**src/rtl/mem_port_arbiter.sv**
```systemverilog
// mem_port_arbiter: shares one byte-wide RAM port between a fetch and a data requester,
// serialising word/halfword/byte accesses big-endian with data-side priority.
module mem_port_arbiter #(
  parameter int ADDR_W = 8
) (
  input  logic              CLK,
  input  logic              CLR,
  input  logic              if_req,
  input  logic [ADDR_W-1:0] if_addr,
  output logic [31:0]       if_rdata,
  output logic              if_ack,
  input  logic              dm_req,
  input  logic              dm_rw,
  input  logic [1:0]        dm_size,
  input  logic [ADDR_W-1:0] dm_addr,
  input  logic [31:0]       dm_wdata,
  output logic [31:0]       dm_rdata,
  output logic              dm_ack,
  output logic              ram_en,
  output logic              ram_we,
  output logic [ADDR_W-1:0] ram_addr,
  output logic [7:0]        ram_wdata,
  input  logic [7:0]        ram_rdata,
  output logic              busy,
  output logic              grant_dm
);
  typedef enum logic [1:0] {IDLE, XFER, ACK} state_t;
  state_t state_q, state_d;
  logic [1:0] cnt_q, cnt_d, last_q, last_d;
  logic own_dm_q, own_dm_d, rw_q, rw_d;
  logic [ADDR_W-1:0] base_q, base_d;
  logic [31:0] wdata_q, wdata_d, if_rd_q, if_rd_d, dm_rd_q, dm_rd_d;
  logic [23:0] asm_q, asm_d;
  logic xfer;
  always_ff @(posedge CLK or negedge CLR) begin
    if (!CLR) begin
      state_q  <= IDLE;
      cnt_q    <= '0;
      last_q   <= '0;
      own_dm_q <= 1'b0;
      rw_q     <= 1'b0;
      base_q   <= '0;
      wdata_q  <= '0;
      asm_q    <= '0;
      if_rd_q  <= '0;
      dm_rd_q  <= '0;
    end else begin
      state_q  <= state_d;
      cnt_q    <= cnt_d;
      last_q   <= last_d;
      own_dm_q <= own_dm_d;
      rw_q     <= rw_d;
      base_q   <= base_d;
      wdata_q  <= wdata_d;
      asm_q    <= asm_d;
      if_rd_q  <= if_rd_d;
      dm_rd_q  <= dm_rd_d;
    end
  end
  // last_q holds N-1; the assembly register shifts bytes in so the first byte lands highest
  always_comb begin
    state_d  = state_q;
    cnt_d    = cnt_q;
    last_d   = last_q;
    own_dm_d = own_dm_q;
    rw_d     = rw_q;
    base_d   = base_q;
    wdata_d  = wdata_q;
    asm_d    = asm_q;
    if_rd_d  = if_rd_q;
    dm_rd_d  = dm_rd_q;
    case (state_q)
      IDLE: if (dm_req || if_req) begin
        state_d  = XFER;
        cnt_d    = '0;
        own_dm_d = dm_req;
        rw_d     = dm_req & dm_rw;
        last_d   = !dm_req ? 2'd3 : dm_size == 2'd0 ? 2'd0 : dm_size == 2'd1 ? 2'd1 : 2'd3;
        base_d   = dm_req ? dm_addr : if_addr;
        wdata_d  = dm_wdata;
        asm_d    = '0;
      end
      XFER: begin
        if (!rw_q) asm_d = {asm_q[15:0], ram_rdata};
        if (cnt_q == last_q) begin
          state_d = ACK;
          if (!rw_q && own_dm_q) dm_rd_d = {asm_q, ram_rdata};
          if (!rw_q && !own_dm_q) if_rd_d = {asm_q, ram_rdata};
        end else cnt_d = cnt_q + 2'd1;
      end
      default: state_d = IDLE;
    endcase
  end
  always_comb begin
    xfer      = state_q == XFER;
    ram_en    = xfer;
    ram_we    = xfer & rw_q;
    ram_addr  = xfer ? base_q + ADDR_W'(cnt_q) : '0;
    ram_wdata = (xfer & rw_q) ? 8'(wdata_q >> {last_q - cnt_q, 3'b000}) : 8'h00;
    if_ack    = state_q == ACK && !own_dm_q;
    dm_ack    = state_q == ACK && own_dm_q;
    busy      = state_q != IDLE;
    grant_dm  = busy & own_dm_q;
    if_rdata  = if_rd_q;
    dm_rdata  = dm_rd_q;
  end
endmodule

```
**config.mk**
```make
export PLATFORM = sky130hd
export DESIGN_NAME = mem_port_arbiter
export DESIGN_NICKNAME = d
export VERILOG_FILES = /design/src/rtl/mem_port_arbiter.sv
export SDC_FILE = /design/constraint.sdc
export NUM_CORES = 1
export LEC_CHECK = 0
export ABC_AREA = 1
export CAP_MARGIN = 25
export CORE_AREA = 2 2 145 147
export CTS_CLUSTER_SIZE = 12
export DETAILED_ROUTE_END_ITERATION = 8
export DIE_AREA = 0 0 147 149
export PLACE_DENSITY = 0.61
export SETUP_SLACK_MARGIN = 0.4
export SLEW_MARGIN = 40
export SYNTH_ARGS = -nofsm -noshare
export SYNTH_HDL_FRONTEND = slang
export SYNTH_SLANG_ARGS = --single-unit
```
**constraint.sdc**
```tcl
create_clock -name CLK -period 2.3 [get_ports CLK]
set_clock_uncertainty 0.05 [all_clocks]
set_input_delay 0.23 -clock CLK [delete_from_list [all_inputs] [get_ports CLK]]
set_output_delay 0.23 -clock CLK [all_outputs]
set_load 0.02 [all_outputs]
```
# --- Word-level counts from Yosys, hierarchy flattened ---
# Cells that the tools add are included.
classes:
  add_sub_neg: 3
  mul: 0
  div: 0
  magnitude_cmp: 0
  eq_ne: 8
  n_shift: 1
  mux: 15
  bitwise_logic: 3
  n_reduce_logical: 17
ops:
  columns: ["cell", "count"]
  rows:
  - ["24-bit two-way mux", 2]
  - ["24-bit one-hot mux with 2 select lines", 1]
  - ["32-bit by 5-bit right shift with 8-bit output", 1]
  - ["8-bit two-way mux", 3]
  - ["2-bit two-way mux", 7]
  - ["3-bit AND reduction", 4]
  - ["8-bit by 2-bit adder with 8-bit output", 1]
  - ["2-bit one-hot mux with 2 select lines", 2]
  - ["2-bit != test (second input constant)", 3]
  - ["2-bit by 1-bit == test with 1-bit output (second input constant)", 2]
  - ["1-bit logical AND", 4]
  - ["2-bit zero test", 2]
  - ["2-bit AND reduction", 2]
  - ["2-bit nonzero test", 2]
  - ["1-bit bitwise AND", 3]
  - ["2-bit by 1-bit adder with 2-bit output (second input constant)", 1]
  - ["2-bit == test", 1]
  - ["2-bit == test (second input constant)", 1]
  - ["1-bit zero test", 2]
  - ["2-bit by 1-bit != test with 1-bit output (second input constant)", 1]
  - ["2-bit subtractor", 1]
  - ["1-bit logical OR", 1]
totals:
  ff_bits: 136
  latch_bits: 0
  ram_bits: 0
  mem_bits_ro: 0
  inputBits: 63
  word_cells: 57
  mem_count: 0

# --- Longest topological paths before layout ---
# Gate-level depths: netlist of run 1.
logic_depth:
  ltp_word: 4
  depth_mapped: 9

# --- Least setup slack after synthesis of run 1 ---
# Ideal clock, no wire load.
synth_path:
  kind: "register -> output"
  start: "reg cnt_q[0]"
  end: "out ram_addr[6]"
  t_arrival_ps: 1677
  required_time_ps: 2020
  setup_slack_ps: 343
  stages_incl_launch_ff: 6
  path_buffers: 0
  cell_sequence: "dfrtp_1 ha_1 fa_1 nand2_1 nor3_1 nor3_1"
synth_between:
  elab_chain_cells: 2
synth_rtl:
  columns: ["item", "line_no", "text"]
  rows:
  - ["start, declared", "29", "logic [1:0] cnt_q, cnt_d, last_q, last_d;"]
  - ["start signal, assigned", "49", "cnt_q <= cnt_d;"]
  - ["8-bit by 2-bit adder with 8-bit output", "98", "ram_addr = xfer ? base_q + ADDR_W'(cnt_q) : '0;"]
  - ["8-bit two-way mux", "98", null]
  - ["end, declared", "21", "output logic [ADDR_W-1:0] ram_addr,"]
# No other way between the ends.

# --- Final worst setup path of run 1 ---
# Same ends and word-level chain as after synthesis.

==> results by group, run 1 <==
Clocking
  • # clock sinks: 136
  • Root buffer cell: clkbuf_16
  • CTS Buffer Depth: 2
  • H-tree depth: 4
  • Inserted Clock Buffers: 17
  • Worst skew pair latency: 410 ps
  • Clock slew at reported path FFs: 60 ps
  • CTS tree: built

Placement
  • Routability congestion estimate: 0.745
  • Port Buf Inserts: 148
  • Post-DP HPWL: 10.3 mm

Worst setup path
  • Max FO, Critical Path: 4
  • Worst Setup Start Kind: flip-flop
  • CP max stage cell: dfrtp_2
  • WS Path Type: reg -> out
  • CP endpoint kind: output pin
  • Worst path cell trace: ha_4 > fa_2 > nand2_4 > nor3_1 > nor3_2 > buf_4
  • Worst EP arrival: 1930 ps
  • Required time worst endpoint: 2020 ps
  • Crit path largest cell delay: 450 ps

Worst hold path
  • HP Class: in -> reg

Global routing
  • First-pass GRT wire length: 25.7 mm
  • Congestion Overflow GR: 0
  • GR Util All Layers: 14.9%
  • Initial antenna violation count: 0
  • Largest net degree at the start of global routing: 65
  • Vias in the first global route: 4,800

Floorplanning
  • # IOs: 149
  • Die ar.: 0.0219 sq mm
  • Rows: 53
  • Initial Util: 29.2%
  • Core ar.: 0.0206 sq mm
  • Die height: 149 microns
  • DIE WIDTH: 147 microns

Detailed routing
  • Iteration-0 DRC count of the detailed router: 211
  • DR vias: 4,783
  • DRT antenna net count: 0
  • DRC Markers: 0
  • Wire per inst: 14.4 microns
  • Vias per cell: 4.40
  • DR pass1 iterations: 4
  • Final WL: 15.6 mm

Pwr
  • Peak supply drop: 0.673 mV
  • Power per cell area: 1610 mW/mm^2
  • Leakage: 3.98 nW

Finish
  • Share of cells above drive strength 1: 22.6%
  • Antenna Cells: 0
  • Footprint of the multi-input gates: 0.00229 sq mm
  • Total Nets Final: 866
  • P&R area growth vs syn: 44.9%
  • Fillers: 2,033
  • Util after Layout: 42.3%
  • Sequential Area: 0.00341 sq mm
  • Most frequent cells in the layout: 169 x nand2_1, 132 x dfrtp_1, 125 x clkdlybuf4s50_1
  • Commonest non-fill, non-tap cell in the layout: nand2_1

Timing
  • Worst hold slack: 290 ps
  • Setup-failing EPs final: 0
  • Max Freq: 453 MHz
  • Final min period: 2210 ps
  • Worst slew pin tran: 545 ps
  • Final Cycle Share: 95.9%
  • Max-slew headroom: 63.6%
  • RSZ-0062 raised after global routing: yes
  • Hold Vio Cnt, Final: 0
  • Fin. max-slew vios: 0

Logic synthesis
  • Top post-synthesis cells by area: dfrtp_1 57%, nand2_1 11%, o21ai_2 6.6%, inv_1 4.0%, buf_6 3.2%
  • Cell taking the most area after synthesis: dfrtp_1
  • Post-synthesis mux area share: 0%
  • Fraction of the mapped netlist area in adder cells: 0.959%
  • Syn Nets: 707
  • Largest family of logic cells by synthesized area: simple AND/OR/NAND/NOR gates
  • Yosys warns: 0
  • Cells after Synth: 640
  • Register area share after synthesis: 56.7%
  • Compound-Gate Fraction of Synth Area: 15.6%
  • Top cell type's share of synthesized area: 56.7%
  • Mapped Area: 0.00600 sq mm
  • Netlist cell types: 29
  • Mapped Avg Cell Area: 9.38 sq um
  • Xor/xnor share of the synthesized area: 0.146%
  • Simple-Gate Fraction of Synth Area: 18.1%
  • Seq cells post-synth: 136

Run
  • Max Cap Viol: 0

Run status
  • Status: finished, final reports clean
[timing repair]
| item | in CTS | in global routing |
|---|---|---|
| pin swaps | 11 | 31 |
| gates resized for setup | 117 | 52 |
| hold buffers | 1 | 0 |
| setup endpoints to repair | 22 | 18 |
| hold endpoints to repair | 50 | 0 |
| cloned | 1 | 1 |
| setup buffers | 3 | 0 |
[synthesized netlist by cell type, drive strengths merged]
cell type / instances
buf: 26
a21oi: 6
fa: 1
dfrtp: 136
nand2: 188
xnor2: 1
o21ai: 101
nor2: 48
nand3: 19
a21boi: 1
nor3: 5
ha: 3
nand4: 1
o22ai: 24
o21bai: 1
inv: 67
clkbuf: 4
o31ai: 8
[path summary, 6_finish.rpt]
| kind | from | to | slack (ps) | cells after the start |
|---|---|---|---|---|
| setup / recovery | cnt_q[0] | ram_addr[6] | 90 | 6 |
| hold / removal | dm_wdata[26] | wdata_q[26] | 290 | 3 |
| setup reg to reg | state_q[1] | asm_q[21] | 550 | 6 |
| hold reg to reg | dm_rdata[17] | dm_rdata[17] | 430 | 2 |
| max in group asynchronous | CLR | cnt_q[1] | 1200 | 3 |
| min in group asynchronous | CLR | asm_q[11] | 310 | 2 |
[report_power, final]
group          internal, mW  switching, mW  total [mW]
sequential             3.44          0.588        4.03
clock                  2.04           1.05        3.09
combinational          2.86           3.99        6.86
[layer usage]
metal | wire length (microns) | vias up | track usage [%]
met5 | 0 | - | 0
met4 | 241 | 0 | 4.04
met3 | 752 | 19 | 4.07
met2 | 7360 | 127 | 24.4
met1 | 7270 | 2251 | 19.7
li1 | - | 2386 | -
[state kept, by name, indices dropped and copies added, names as in the netlist]
signal    flops
base_q        8
if_rdata     32
dm_rdata     32
state_q       2
cnt_q         2
asm_q        24
wdata_q      32
rw_q          1
own_dm_q      1
last_q        2
[worst max-delay path, delay by kind of cell, from the launching register on]
| family | cells | cell delay (ps) |
|---|---|---|
| fa+ha+maj | 2 | 560 |
| buf+inv | 1 | 170 |
| flops | 1 | 450 |
| simple gates | 3 | 320 |
[layout make-up]
type / instances / share of cell area (%)
Clock inverter: 10 / 2.17
Inverter: 67 / 2.89
Sequential cell: 136 / 39.2
Tap cell: 275 / 3.95
Timing Repair Buffer: 170 / 19.9
Clock buffer: 21 / 5.52
Multi-Input combinational cell: 407 / 26.4
[stage by stage]
| stage | area, sq um | instances | power, mW | worst slack, ps | setup TNS [ps] |
|---|---|---|---|---|---|
| floorplan | 6030 | 640 | 7.92 | 450 | 0 |
| global placement | 7770 | 1049 | 10.1 | -16.0 | -16.0 |
| detailed placement | 7770 | 1049 | 10.2 | -8.33 | -8.33 |
| CTS | 8570 | 1085 | 13.7 | 95.0 | 0 |
| global route | 8700 | 1086 | 14.9 | -6.26 | -6.26 |
| finish | 8700 | 1086 | 14.0 | 94.9 | 0 |
[kinds of logic after synthesis]
kind of cell | after synthesis
compound gates | 141
simple gates | 261
xor+xnor | 1
buf+inv | 97
flops | 136
fa+ha+maj | 4
Power figures use the tool's default switching activity.
==> run 2: changes to the inputs <==
--- a/config.mk
+++ b/config.mk
@@ -11,6 +11,8 @@
 export CTS_CLUSTER_SIZE = 12
 export DETAILED_ROUTE_END_ITERATION = 8
 export DIE_AREA = 0 0 147 149
+export GPL_ROUTABILITY_DRIVEN = 0
+export GPL_TIMING_DRIVEN = 0
 export PLACE_DENSITY = 0.61
 export SETUP_SLACK_MARGIN = 0.4
 export SLEW_MARGIN = 40
==> results by group, run 2 (synthesis results as in run 1) <==
Run status
  • Status: finished, final reports clean

Detailed routing
  • Wire per inst: 15.3 microns
  • Iteration-0 DRC count of the detailed router: 208
  • Final WL: 17.0 mm
  • DR vias: 4,943
  • DRT antenna net count: 0
  • DR pass1 iterations: 5
  • Vias per cell: 4.46
  • DRC Markers: 0

Clocking
  • CTS Buffer Depth: 2
  • H-tree depth: 4
  • Root buffer cell: clkbuf_16
  • Clock slew at reported path FFs: 60 ps
  • # clock sinks: 136
  • Worst skew pair latency: 420 ps
  • Inserted Clock Buffers: 17
  • CTS tree: built

Pwr
  • Pwr Total: 14.2 mW
  • Power per cell area: 1590 mW/mm^2
  • Peak supply drop: 0.559 mV
  • Leakage: 4.07 nW

Timing
  • Setup-failing EPs final: 0
  • Worst slew pin tran: 514 ps
  • RSZ-0062 raised after global routing: yes
  • Fin. max-slew vios: 0
  • Hold Vio Cnt, Final: 0
  • Final min period: 2240 ps
  • Final Cycle Share: 97.3%
  • Max Freq: 447 MHz
  • Setup_tns: 0 ps
  • Max-slew headroom: 65.8%

Worst hold path
  • HP Class: in -> reg

Placement
  • Port Buf Inserts: 148
  • Placed Cells: 1,064
  • Post-DP HPWL: 11.7 mm
  • Dpl cell area: 0.00789 sq mm

Worst setup path
  • Crit path largest cell delay: 450 ps
  • CP endpoint kind: output pin
  • Worst Setup Start Kind: flip-flop
  • WS Path Type: reg -> out
  • Max FO, Critical Path: 3
  • Required time worst endpoint: 2020 ps
  • Worst path cell trace: ha_4 > fa_2 > nand2_4 > nor2_4 > a21oi_2 > nor3_2 > buf_4
  • CP max stage cell: dfrtp_2
  • Worst EP arrival: 1960 ps

Global routing
  • GR Util All Layers: 15.9%
  • Initial antenna violation count: 0
  • First-pass GRT wire length: 27.0 mm
  • Vias in the first global route: 4,848
  • Congestion Overflow GR: 0
  • Largest net degree at the start of global routing: 71

Finish
  • P&R area growth vs syn: 48.7%
  • Most frequent cells in the layout: 172 x nand2_1, 133 x dfrtp_1, 125 x clkdlybuf4s50_1
  • Antenna Cells: 0
  • Fin area: 0.00893 sq mm
  • Share of cells above drive strength 1: 24.0%
  • Final cell count without fillers: 1,109
  • Total Nets Final: 888
  • Commonest non-fill, non-tap cell in the layout: nand2_1

Floorplanning
  • Initial Util: 29.2%
  • Die ar.: 0.0219 sq mm
  • Rows: 53
  • DIE WIDTH: 147 microns
  • Core ar.: 0.0206 sq mm
  • Die height: 149 microns
  • # IOs: 149

Run
  • Max Cap Viol: 0
-- run 2: cell type report --
cell class,instances,area (sq um)
Sequential cell,136,3410
Buffer,30,317
Tap cell,275,344
Clock inverter,8,110
Clock buffer,24,502
Inverter,67,256
Fill cell,2016,11600
Multi-Input combinational cell,408,2350
Timing Repair Buffer,161,1640
-- run 2: worst paths after layout --
kind / endpoint / slack, ps / start / cells past startpoint
setup / recovery: ram_addr[6] / 60 / cnt_q[0] / 7
hold / removal: wdata_q[6] / 290 / dm_wdata[6] / 3
setup reg to reg: dm_rdata[6] / 570 / cnt_q[0] / 7
hold reg to reg: if_rdata[27] / 430 / if_rdata[27] / 2
max in group asynchronous: wdata_q[10] / 1110 / CLR / 3
min in group asynchronous: dm_rdata[5] / 310 / CLR / 2
-- run 2: where the power goes --
part | switching (mW) | internal [mW]
Clock | 1.04 | 1.75
Sequential | 0.619 | 3.44
Combinational | 4.19 | 3.16
Total | 5.84 | 8.36
-- run 2: per-layer routing --
layer  track usage [%]  up-vias  share of wire (%)
met1              20.8     2364                 46
met4              4.57        0               0.78
li1                  -     2437                  -
met2              26.3      134                 49
met5                 0        -                  0
met3              4.10        8                4.5
-- run 2: worst max-delay path, delay by kind of cell, from the launching register on --
kind	cells	cell delay [ps]
buffers and inverters	1	160
adders and majority gates	2	580
AOI/OAI and AO/OA	1	140
DFF	1	450
and+or+nand+nor	3	200
-- run 2: timing repair --
action | 4_1_cts | 5_1_grt
gates resized for setup | 138 | 55
buffers inserted | 4 | 5
hold buffers | 1 | 0
setup endpoints to repair | 22 | 19
pin swaps | 12 | 21
hold endpoints to repair | 66 | 0
gates cloned | 2 | 1
-- run 2: through the flow --
stage / setup slack, ps / utilization (%) / hold WS [ps]
after floorplan: 450 / - / -116
after global placement: -4630 / 38.2 / 412
after detailed placement: -430 / 38.4 / 171
after CTS: 19.7 / 42.2 / 278
after global routing: -10.6 / 43.4 / 294
final: 61.5 / 43.4 / 290
